<file path="config.mk">
export PLATFORM = sky130hd
export DESIGN_NAME = gcid_to_cid_filter
export DESIGN_NICKNAME = d
export VERILOG_FILES = /design/src/rtl/MD_pkg.sv /design/src/rtl/gcid_to_cid_filter_pkg.sv /design/src/rtl/gcid_to_cid_1d.sv /design/src/rtl/gcid_to_cid_filter.sv
export SDC_FILE = /design/constraint.sdc
export NUM_CORES = 1
export LEC_CHECK = 0
export CELL_PAD_IN_SITES_DETAIL_PLACEMENT = 1
export CELL_PAD_IN_SITES_GLOBAL_PLACEMENT = 1
export CORE_AREA = 3 3 131 228
export DETAILED_ROUTE_END_ITERATION = 8
export DIE_AREA = 0 0 134 231
export PLACE_DENSITY = 0.78
export SLEW_MARGIN = 20
export SYNTH_ARGS = -nofsm -noshare
export SYNTH_HDL_FRONTEND = slang
export SYNTH_SLANG_ARGS = --single-unit
</file>
<file path="constraint.sdc">
create_clock -name clk -period 2.7 [get_ports clk]
set_input_delay 0.54 -clock clk [delete_from_list [all_inputs] [get_ports clk]]
set_output_delay 0.54 -clock clk [all_outputs]
set_load 0.01 [all_outputs]
</file>
<file path="src/rtl/MD_pkg.sv">
// Shared cell-geometry constants for the MD cell-list datapath.
package MD_pkg;

  localparam int unsigned NUM_CELL_FOLDS       = 2;
  localparam int unsigned GLOBAL_CELL_ID_WIDTH = 3;
  localparam int unsigned CELL_ID_WIDTH        = 1;
  localparam int unsigned CELL_FOLD_ID_WIDTH   = 1;
  localparam int unsigned X_DIM                = 2;
  localparam int unsigned Y_DIM                = 2;
  localparam int unsigned Z_DIM                = 2;

endpackage

</file>
<file path="src/rtl/gcid_to_cid_filter_pkg.sv">
// Types shared by the global-to-local cell id filter and its per-axis decoder.
package gcid_to_cid_filter_pkg;

  import MD_pkg::*;

  typedef logic [GLOBAL_CELL_ID_WIDTH-1:0] gcell_t;
  typedef logic [CELL_ID_WIDTH-1:0]        cid_t;
  typedef logic [CELL_FOLD_ID_WIDTH-1:0]   fold_t;

  typedef struct packed {
    logic  match;
    cid_t  cid;
    fold_t fold_id;
  } axis_res_t;

endpackage

</file>
<file path="src/rtl/gcid_to_cid_1d.sv">
// Single-axis decode: finds the lowest fold whose window contains the global cell.
module gcid_to_cid_1d
  import MD_pkg::*, gcid_to_cid_filter_pkg::*;
#(
  parameter int unsigned GCELL_ID [NUM_CELL_FOLDS] = '{default: 0},
  parameter int unsigned DIM                       = 1
) (
  input  gcell_t i_gcid,
  output cid_t   o_cid,
  output fold_t  o_fold_id,
  output logic   o_match
);

  gcell_t off;

  // Walk folds high to low so the lowest matching fold is the last writer.
  always_comb begin
    off       = '0;
    o_match   = 1'b0;
    o_cid     = '0;
    o_fold_id = '0;
    for (int f = int'(NUM_CELL_FOLDS) - 1; f >= 0; f--) begin
      off = i_gcid - gcell_t'(GCELL_ID[f]);
      if (32'(off) < DIM) begin
        o_match   = 1'b1;
        o_cid     = cid_t'(off);
        o_fold_id = fold_t'(f);
      end
    end
  end

endmodule

</file>
<file path="src/rtl/gcid_to_cid_filter.sv">
// Two-stage pipeline mapping a global cell id to a local cell/fold id, with
// optional miss dropping and saturating hit/miss counters.
module gcid_to_cid_filter
  import MD_pkg::*, gcid_to_cid_filter_pkg::*;
#(
  parameter int unsigned GCELL_X [NUM_CELL_FOLDS] = '{default: 0},
  parameter int unsigned GCELL_Y [NUM_CELL_FOLDS] = '{default: 0},
  parameter int unsigned GCELL_Z [NUM_CELL_FOLDS] = '{default: 0},
  parameter int unsigned DATA_WIDTH               = 96,
  parameter bit          DROP_MISS                = 1'b1
) (
  input  logic                              clk,
  input  logic                              rst_n,
  input  logic                              i_valid,
  output logic                              i_ready,
  input  logic [3*GLOBAL_CELL_ID_WIDTH-1:0] i_gcid,
  input  logic [DATA_WIDTH-1:0]             i_data,
  output logic                              o_valid,
  input  logic                              o_ready,
  output logic [3*CELL_ID_WIDTH-1:0]        o_cid,
  output logic [3*CELL_FOLD_ID_WIDTH-1:0]   o_fold_id,
  output logic                              o_hit,
  output logic [DATA_WIDTH-1:0]             o_data,
  input  logic                              i_cnt_clr,
  output logic [31:0]                       o_hit_cnt,
  output logic [31:0]                       o_miss_cnt
);

  localparam int unsigned GW = GLOBAL_CELL_ID_WIDTH;

  logic [2:0]      dec_match;
  cid_t  [2:0]     dec_cid;
  fold_t [2:0]     dec_fold;
  axis_res_t [2:0] dec_res;

  gcid_to_cid_1d #(.GCELL_ID(GCELL_X), .DIM(X_DIM)) u_dec_x (
    .i_gcid    (i_gcid[GW-1:0]),
    .o_cid     (dec_cid[0]),
    .o_fold_id (dec_fold[0]),
    .o_match   (dec_match[0])
  );

  gcid_to_cid_1d #(.GCELL_ID(GCELL_Y), .DIM(Y_DIM)) u_dec_y (
    .i_gcid    (i_gcid[2*GW-1:GW]),
    .o_cid     (dec_cid[1]),
    .o_fold_id (dec_fold[1]),
    .o_match   (dec_match[1])
  );

  gcid_to_cid_1d #(.GCELL_ID(GCELL_Z), .DIM(Z_DIM)) u_dec_z (
    .i_gcid    (i_gcid[3*GW-1:2*GW]),
    .o_cid     (dec_cid[2]),
    .o_fold_id (dec_fold[2]),
    .o_match   (dec_match[2])
  );

  always_comb begin
    for (int a = 0; a < 3; a++) begin
      dec_res[a] = '{match: dec_match[a], cid: dec_cid[a], fold_id: dec_fold[a]};
    end
  end

  // Stage registers
  logic                            s1_valid_q;
  axis_res_t [2:0]                 s1_res_q;
  logic [DATA_WIDTH-1:0]           s1_data_q;
  logic                            s2_valid_q;
  logic                            s2_hit_q;
  logic [3*CELL_ID_WIDTH-1:0]      s2_cid_q;
  logic [3*CELL_FOLD_ID_WIDTH-1:0] s2_fold_q;
  logic [DATA_WIDTH-1:0]           s2_data_q;
  logic [31:0]                     hit_cnt_q, hit_cnt_d;
  logic [31:0]                     miss_cnt_q, miss_cnt_d;

  logic                            s1_hit;
  logic                            s1_drop;
  logic                            s1_adv;
  logic                            s2_ready;
  logic                            s2_load;
  logic                            in_fire;
  logic [3*CELL_ID_WIDTH-1:0]      s1_cid;
  logic [3*CELL_FOLD_ID_WIDTH-1:0] s1_fold;

  always_comb begin
    s1_hit   = s1_res_q[0].match & s1_res_q[1].match & s1_res_q[2].match;
    s1_cid   = '0;
    s1_fold  = '0;
    if (s1_hit) begin
      s1_cid  = {s1_res_q[2].cid, s1_res_q[1].cid, s1_res_q[0].cid};
      s1_fold = {s1_res_q[2].fold_id, s1_res_q[1].fold_id, s1_res_q[0].fold_id};
    end
    s2_ready = !s2_valid_q || o_ready;
    // A dropped miss retires from S1 regardless of downstream backpressure.
    s1_drop  = DROP_MISS && !s1_hit;
    s1_adv   = s1_valid_q && (s2_ready || s1_drop);
    s2_load  = s1_adv && !s1_drop;
    i_ready  = !s1_valid_q || s1_adv;
    in_fire  = i_valid && i_ready;
  end

  always_comb begin
    hit_cnt_d  = hit_cnt_q;
    miss_cnt_d = miss_cnt_q;
    if (i_cnt_clr) begin
      hit_cnt_d  = '0;
      miss_cnt_d = '0;
    end else if (s1_adv) begin
      if (s1_hit && hit_cnt_q != '1) hit_cnt_d = hit_cnt_q + 32'd1;
      if (!s1_hit && miss_cnt_q != '1) miss_cnt_d = miss_cnt_q + 32'd1;
    end
  end

  always_ff @(posedge clk or negedge rst_n) begin
    if (!rst_n) begin
      s1_valid_q <= 1'b0;
      s1_res_q   <= '0;
      s1_data_q  <= '0;
      s2_valid_q <= 1'b0;
      s2_hit_q   <= 1'b0;
      s2_cid_q   <= '0;
      s2_fold_q  <= '0;
      s2_data_q  <= '0;
      hit_cnt_q  <= '0;
      miss_cnt_q <= '0;
    end else begin
      hit_cnt_q  <= hit_cnt_d;
      miss_cnt_q <= miss_cnt_d;
      if (in_fire) begin
        s1_valid_q <= 1'b1;
        s1_res_q   <= dec_res;
        s1_data_q  <= i_data;
      end else if (s1_adv) begin
        s1_valid_q <= 1'b0;
      end
      if (s2_load) begin
        s2_valid_q <= 1'b1;
        s2_hit_q   <= s1_hit;
        s2_cid_q   <= s1_cid;
        s2_fold_q  <= s1_fold;
        s2_data_q  <= s1_data_q;
      end else if (o_ready) begin
        s2_valid_q <= 1'b0;
      end
    end
  end

  assign o_valid    = s2_valid_q;
  assign o_hit      = s2_hit_q;
  assign o_cid      = s2_cid_q;
  assign o_fold_id  = s2_fold_q;
  assign o_data     = s2_data_q;
  assign o_hit_cnt  = hit_cnt_q;
  assign o_miss_cnt = miss_cnt_q;

endmodule

</file>
After elaboration in Yosys (flattened, before gate mapping)
Cells that the tools add are included.

Register bits: 268. Bits in latches: 0. Memory bits (writable): 0. Memory bits (read-only): 0. Bits of input ports: 110. Output and inout port bits: 169. Logic and storage cells: 58. Memories: 0.

Add/subtract/negate cells: 2. $mul: 0. Div/mod/pow operators: 0. Order comparisons: 3. Equal/unequal tests: 2. Shifts and indexed selects: 0. Muxes and demuxes: 17. Bitwise operators: 2. Reductions and logical operators: 18.

Operator list (count): $mux 32 (6); $add 32x1->32 const B (2); $ne 32x32->1 const B (2); $mux 1 (10); $reduce_bool 2->1 (5); $lt 3x2->1 const B (3); $logic_and 1x1->1 (5); $reduce_and 2->1 (2); $logic_not 1->1 (3); $logic_or 1x1->1 (3); $mux 3 (1); $and 1x1->1 (2).

Logic depth before layout (Yosys ltp)
Depth after elaboration: 8. Mapped depth: 9. Gate-level depth less buffers: 7.

Cells and area by module
From an unflattened synthesis, not the netlist that was laid out.

Cell total of the unflattened synthesis: 861. Area total of the unflattened synthesis: 11409.7 um2.

By module, submodules not included: gcid_to_cid_filter (instances 1, cells an instance 849, area each 11327.1 um2, sequential area each 6856.6 um2); gcid_to_cid_1d (instances 3, cells an instance 4, area each 27.5 um2, sequential area each 0.0 um2).

Worst setup path before layout
No wires, ideal clock.

Kind: register to register. From: reg miss_cnt_q[0] (netlist: o_miss_cnt[0]). To: reg miss_cnt_q[30] (netlist: o_miss_cnt[30]). Setup time: 0.132 ns. Arrival time: 1.982 ns. Data required time: 2.568 ns. Path slack: 0.587 ns. Stages on the path, launching flop included: 10. Buffers on the path: 2. Clock period less this slack: 2.113 ns. Cells stage by stage: dfrtp_1 ha_1 and3_1 clkbuf_1 nand3_1 or3b_1 buf_6 nor4_4 xnor2_1 nor2_1.

Cells in the longest elaborated chain, start to end: 4. Elaborated cells on any way between the ends: 8. Classes of those cells: 1 x add/sub; 1 x eq/ne; 3 x mux; 3 x reduce/logical.

Ends and longest elaborated chain: from (decl) (RTL line gcid_to_cid_filter.sv:73) `logic [31:0] miss_cnt_q, miss_cnt_d;`; from (signal assigned) (RTL line gcid_to_cid_filter.sv:127) `miss_cnt_q <= miss_cnt_d;`; $add 32x1->32 or $ne 32x32->1 (tied branches) (RTL line gcid_to_cid_filter.sv:109) `if (!s1_hit && miss_cnt_q != '1) miss_cnt_d = miss_cnt_q + 32'd1;`; $mux 32 or $logic_and 1x1->1 (tied branches) (RTL line gcid_to_cid_filter.sv:109); $mux 32 or $reduce_bool 2->1 (tied branches); $mux 32 or $reduce_and 2->1 (tied branches).

Parallel ways exist; a longest one is shown, timed or not. The select of a mux whose other input is x is not followed. A chain may end at the register's enable or synchronous reset.

Worst setup path after layout
From: in o_ready. To: out i_ready.

Cells in the longest elaborated chain, start to end: 4.

Ends and longest elaborated chain: from (decl) (RTL line gcid_to_cid_filter.sv:19) `input logic o_ready,`; $logic_or 1x1->1 (RTL line gcid_to_cid_filter.sv:92) `s2_ready = !s2_valid_q || o_ready;`; $logic_or 1x1->1 (RTL line gcid_to_cid_filter.sv:95) `s1_adv = s1_valid_q && (s2_ready || s1_drop);`; $logic_and 1x1->1 (RTL line gcid_to_cid_filter.sv:95); $logic_or 1x1->1 (RTL line gcid_to_cid_filter.sv:97) `i_ready = !s1_valid_q || s1_adv;`; to (decl) (RTL line gcid_to_cid_filter.sv:15) `output logic i_ready,`.

Every way passes these cells.

==> results_dict.tcl <==
set metrics [dict create \
    fraction_of_synthesis_flops_using_an_asynchronous_set_or_reset_pin 1.00 \
    die_area_sq_um 31000 \
    post_dp_cell_area_sq_um 14300 \
    mostFrequentLayoutCell "sky130_fd_sc_hd__clkdlybuf4s50_1" \
    count_of_filler_cells_inserted_in_the_layout 2874 \
    crit_required_ns 2.16 \
    cp_max_fo 2 \
    unrepaired_setup_endpoints_after_global_routing "no" \
    most-common-layout-cells "sky130_fd_sc_hd__clkdlybuf4s50_1 (273), sky130_fd_sc_hd__dfrtp_1 (268), sky130_fd_sc_hd__mux2_2 (198), sky130_fd_sc_hd__nor2_1 (72), sky130_fd_sc_hd__xor2_1 (45)" \
    dr_total_vias 7562 \
    power.ir.vdd_worst_mv 0.555 \
    timing.max_slew.rel_slack 0.611 \
    postSynthRegisterBits 268 \
    detailed_route_wl_um 31000 \
    post_drt_via_cell_ratio 5.04 \
    groute.usage.overall 0.201 \
    worst_skew_pair.late_latency_ns 0.55 \
    chipHeight_um 231 \
    clock_skew_ns 0.0214 \
    finalWeightedCongestion 0.802 \
    synth_top_cell_area_share 0.612 \
    sinks_on_clock_net 268 \
    drt_drc_violations_left 0 \
    total_power_mw 10.8 \
    grt_start_max_net_pins 69 \
    clock_slew_at_the_register_clock_pins_of_the_worst_setup_and_hold_paths_ns 0.07 \
    drive_above_1_share 0.251 \
    buffer_depth_of_the_longest_clock_path 3 \
    maxCapViolations 0 \
    run_status "finished clean" \
    detail-route-antenna-nets 0 \
    hold_path.class "input port to flop" \
    grt_pass1_vias 8494 \
    yosys_warnings 0 \
    numPlacedInstances 1446 \
    crit-reg2reg-launch "o_miss_cnt[0]" \
    syn_avg_cell_area_sq_um 13.5 \
    stdcell_count 1500 \
    worstPathArrival_ns 1.91 \
    layout.nets 1214 \
    synth_enable_flop_cells 0 \
    grt_antenna_before_repair 6 \
    place_hpwl_um 22400 \
    synth.distinct_cells 45 \
    crit_path_start_kind "input port" \
    worstMarginPinSlew_ns 0.578 \
    htree_levels 1 \
    io_buffers 275 \
    timing_hold_violations_final 0 \
    synthTopCellsByArea "sky130_fd_sc_hd__dfrtp_1 (61%), sky130_fd_sc_hd__mux2_2 (20%), sky130_fd_sc_hd__xor2_1 (3.6%)" \
    global_route.overflow_total 0 \
    setup_viol 0 \
    grt_first_pass_wirelength_um 48700 \
    floorplan.initialDensity 0.390 \
    finish.utilization 0.548 \
    worstSetupPathType "input port to output port" \
    post_drt_wl_per_cell_um 20.7 \
    regArea_sq_um 6710 \
    timing.final.max_slew_violations 0 \
    clock.fmax_ghz 0.408 \
    ctsRootBufferMaster "sky130_fd_sc_hd__clkbuf_16" \
    post_cts_buffers 0 \
    floorplan.io_pins 279 \
    detail_route.iter0.violations 332 \
    syn-instance-count 811 \
    finalInstanceArea_sq_um 15400 \
    synthToLayoutAreaGrowth_pct 40.3 \
    cp_launch_point "o_ready" \
    fin_crit_share 0.908 \
    period_minus_slack_ns 2.45 \
    tritoncts "done" \
    row_count 81 \
    seq_area_frac_synth 0.612 \
    multi_input_area_sq_um 4090 \
    power-per-cell-area_nw_per_um2 704 \
    synth_flop_cell "sky130_fd_sc_hd__dfrtp_1" \
    drtPass1Iterations 4 \
    fp.dieW_um 134 \
    finalSetupTns_ns 0 \
    p_leak_nw 6.61 \
    crit_path_end_kind "output port" \
    synth_largest_area_cell "sky130_fd_sc_hd__dfrtp_1" \
    cts_made_buffers 26 \
    syn-cell-area_sq_um 11000 \
    core_sq_um 28100 \
    min_from "i_cnt_clr" \
]
flip-flops by register name, indices dropped and copies added, names as in the netlist:
signal and count:
o_cid 3, o_data 96, o_hit 1, o_hit_cnt 32, o_miss_cnt 32, o_valid 1, s1_data_q 96, s1_res_q 6
s1_valid_q 1
synth_stat cells (all sizes together) (2+ instances only):
cell type / instances
dfrtp: 268
mux2: 198
nor2: 73
xor2: 45
nand3: 29
nand2: 27
nand4: 22
clkbuf: 20
buf: 19
o21ai: 15
and3: 13
a21oi: 9
xnor2: 9
and4: 8
or3: 7
inv: 5
nand2b: 5
and2: 4
nor3: 4
nor3b: 4
o211ai: 3
a311oi: 2
ha: 2
mux2i: 2
nor2b: 2
nor4: 2
o21bai: 2
or3b: 2
cell type report:
| type | count | share of cell area |
|---|---|---|
| well taps | 373 | 0.0304 |
| flip-flops and latches | 268 | 0.436 |
| diodes | 6 | 0.000977 |
| inverters | 5 | 0.00122 |
| clock buffers | 30 | 0.0460 |
| clock inverters | 17 | 0.0225 |
| repair buffers | 300 | 0.197 |
| multi-input cells | 501 | 0.266 |
critical path: stages:
cell and delay, ns:
sky130_fd_sc_hd__clkdlybuf4s50_1 0.44, sky130_fd_sc_hd__nor2b_1 0.27, sky130_fd_sc_hd__nand3_1 0.14, sky130_fd_sc_hd__clkdlybuf4s50_1 0.52
cell families after synthesis:
group / synth area share
other cells: 0.000342
mux: 0.205
buf+inv: 0.0180
xor+xnor: 0.0431
compound gates: 0.0211
flops: 0.612
simple gates: 0.0980
fa+ha+maj: 0.00228
worst paths after layout:
| kind | to | slack, ns | cells after the start |
|---|---|---|---|
| max in group asynchronous | o_data[1] | 1.47 | 3 |
| max reg2reg | o_miss_cnt[30] | 0.37 | 7 |
| max | i_ready | 0.25 | 4 |
| min in group asynchronous | o_data[56] | 0.45 | 2 |
| min reg2reg | o_hit | 0.47 | 1 |
| min | o_miss_cnt[23] | 0.34 | 2 |
per-stage QoR:
| step | hold WS, ns | setup WS (ns) |
|---|---|---|
| 4_1_cts | 0.314 | 0.210 |
| 2_1_floorplan | 0.244 | 0.587 |
| 6_report | 0.344 | 0.248 |
| 3_3_place_gp | 0.433 | 0.215 |
| 3_5_place_dp | 0.443 | 0.177 |
| 5_1_grt | 0.344 | 0.113 |
routing by layer:
metal | vias up | wire length, um | GRT usage
li1 | 3415 | - | -
met1 | 3863 | 10500 | 0.209
met2 | 210 | 17500 | 0.382
met3 | 72 | 1480 | 0.0379
met4 | 2 | 1500 | 0.0985
met5 | - | 13 | 0
power by group:
group	total, mW	switching [mW]	internal, mW
sequential	4.72	0.256	4.47
clock	4.44	1.61	2.84
combinational	1.66	0.646	1.01
what timing repair did:
item,4_1_cts,5_1_grt
resized for setup,0,0
hold buffers,1,0
endpoints found under the hold margin,35,0
(Power assumes the default switching activity.)
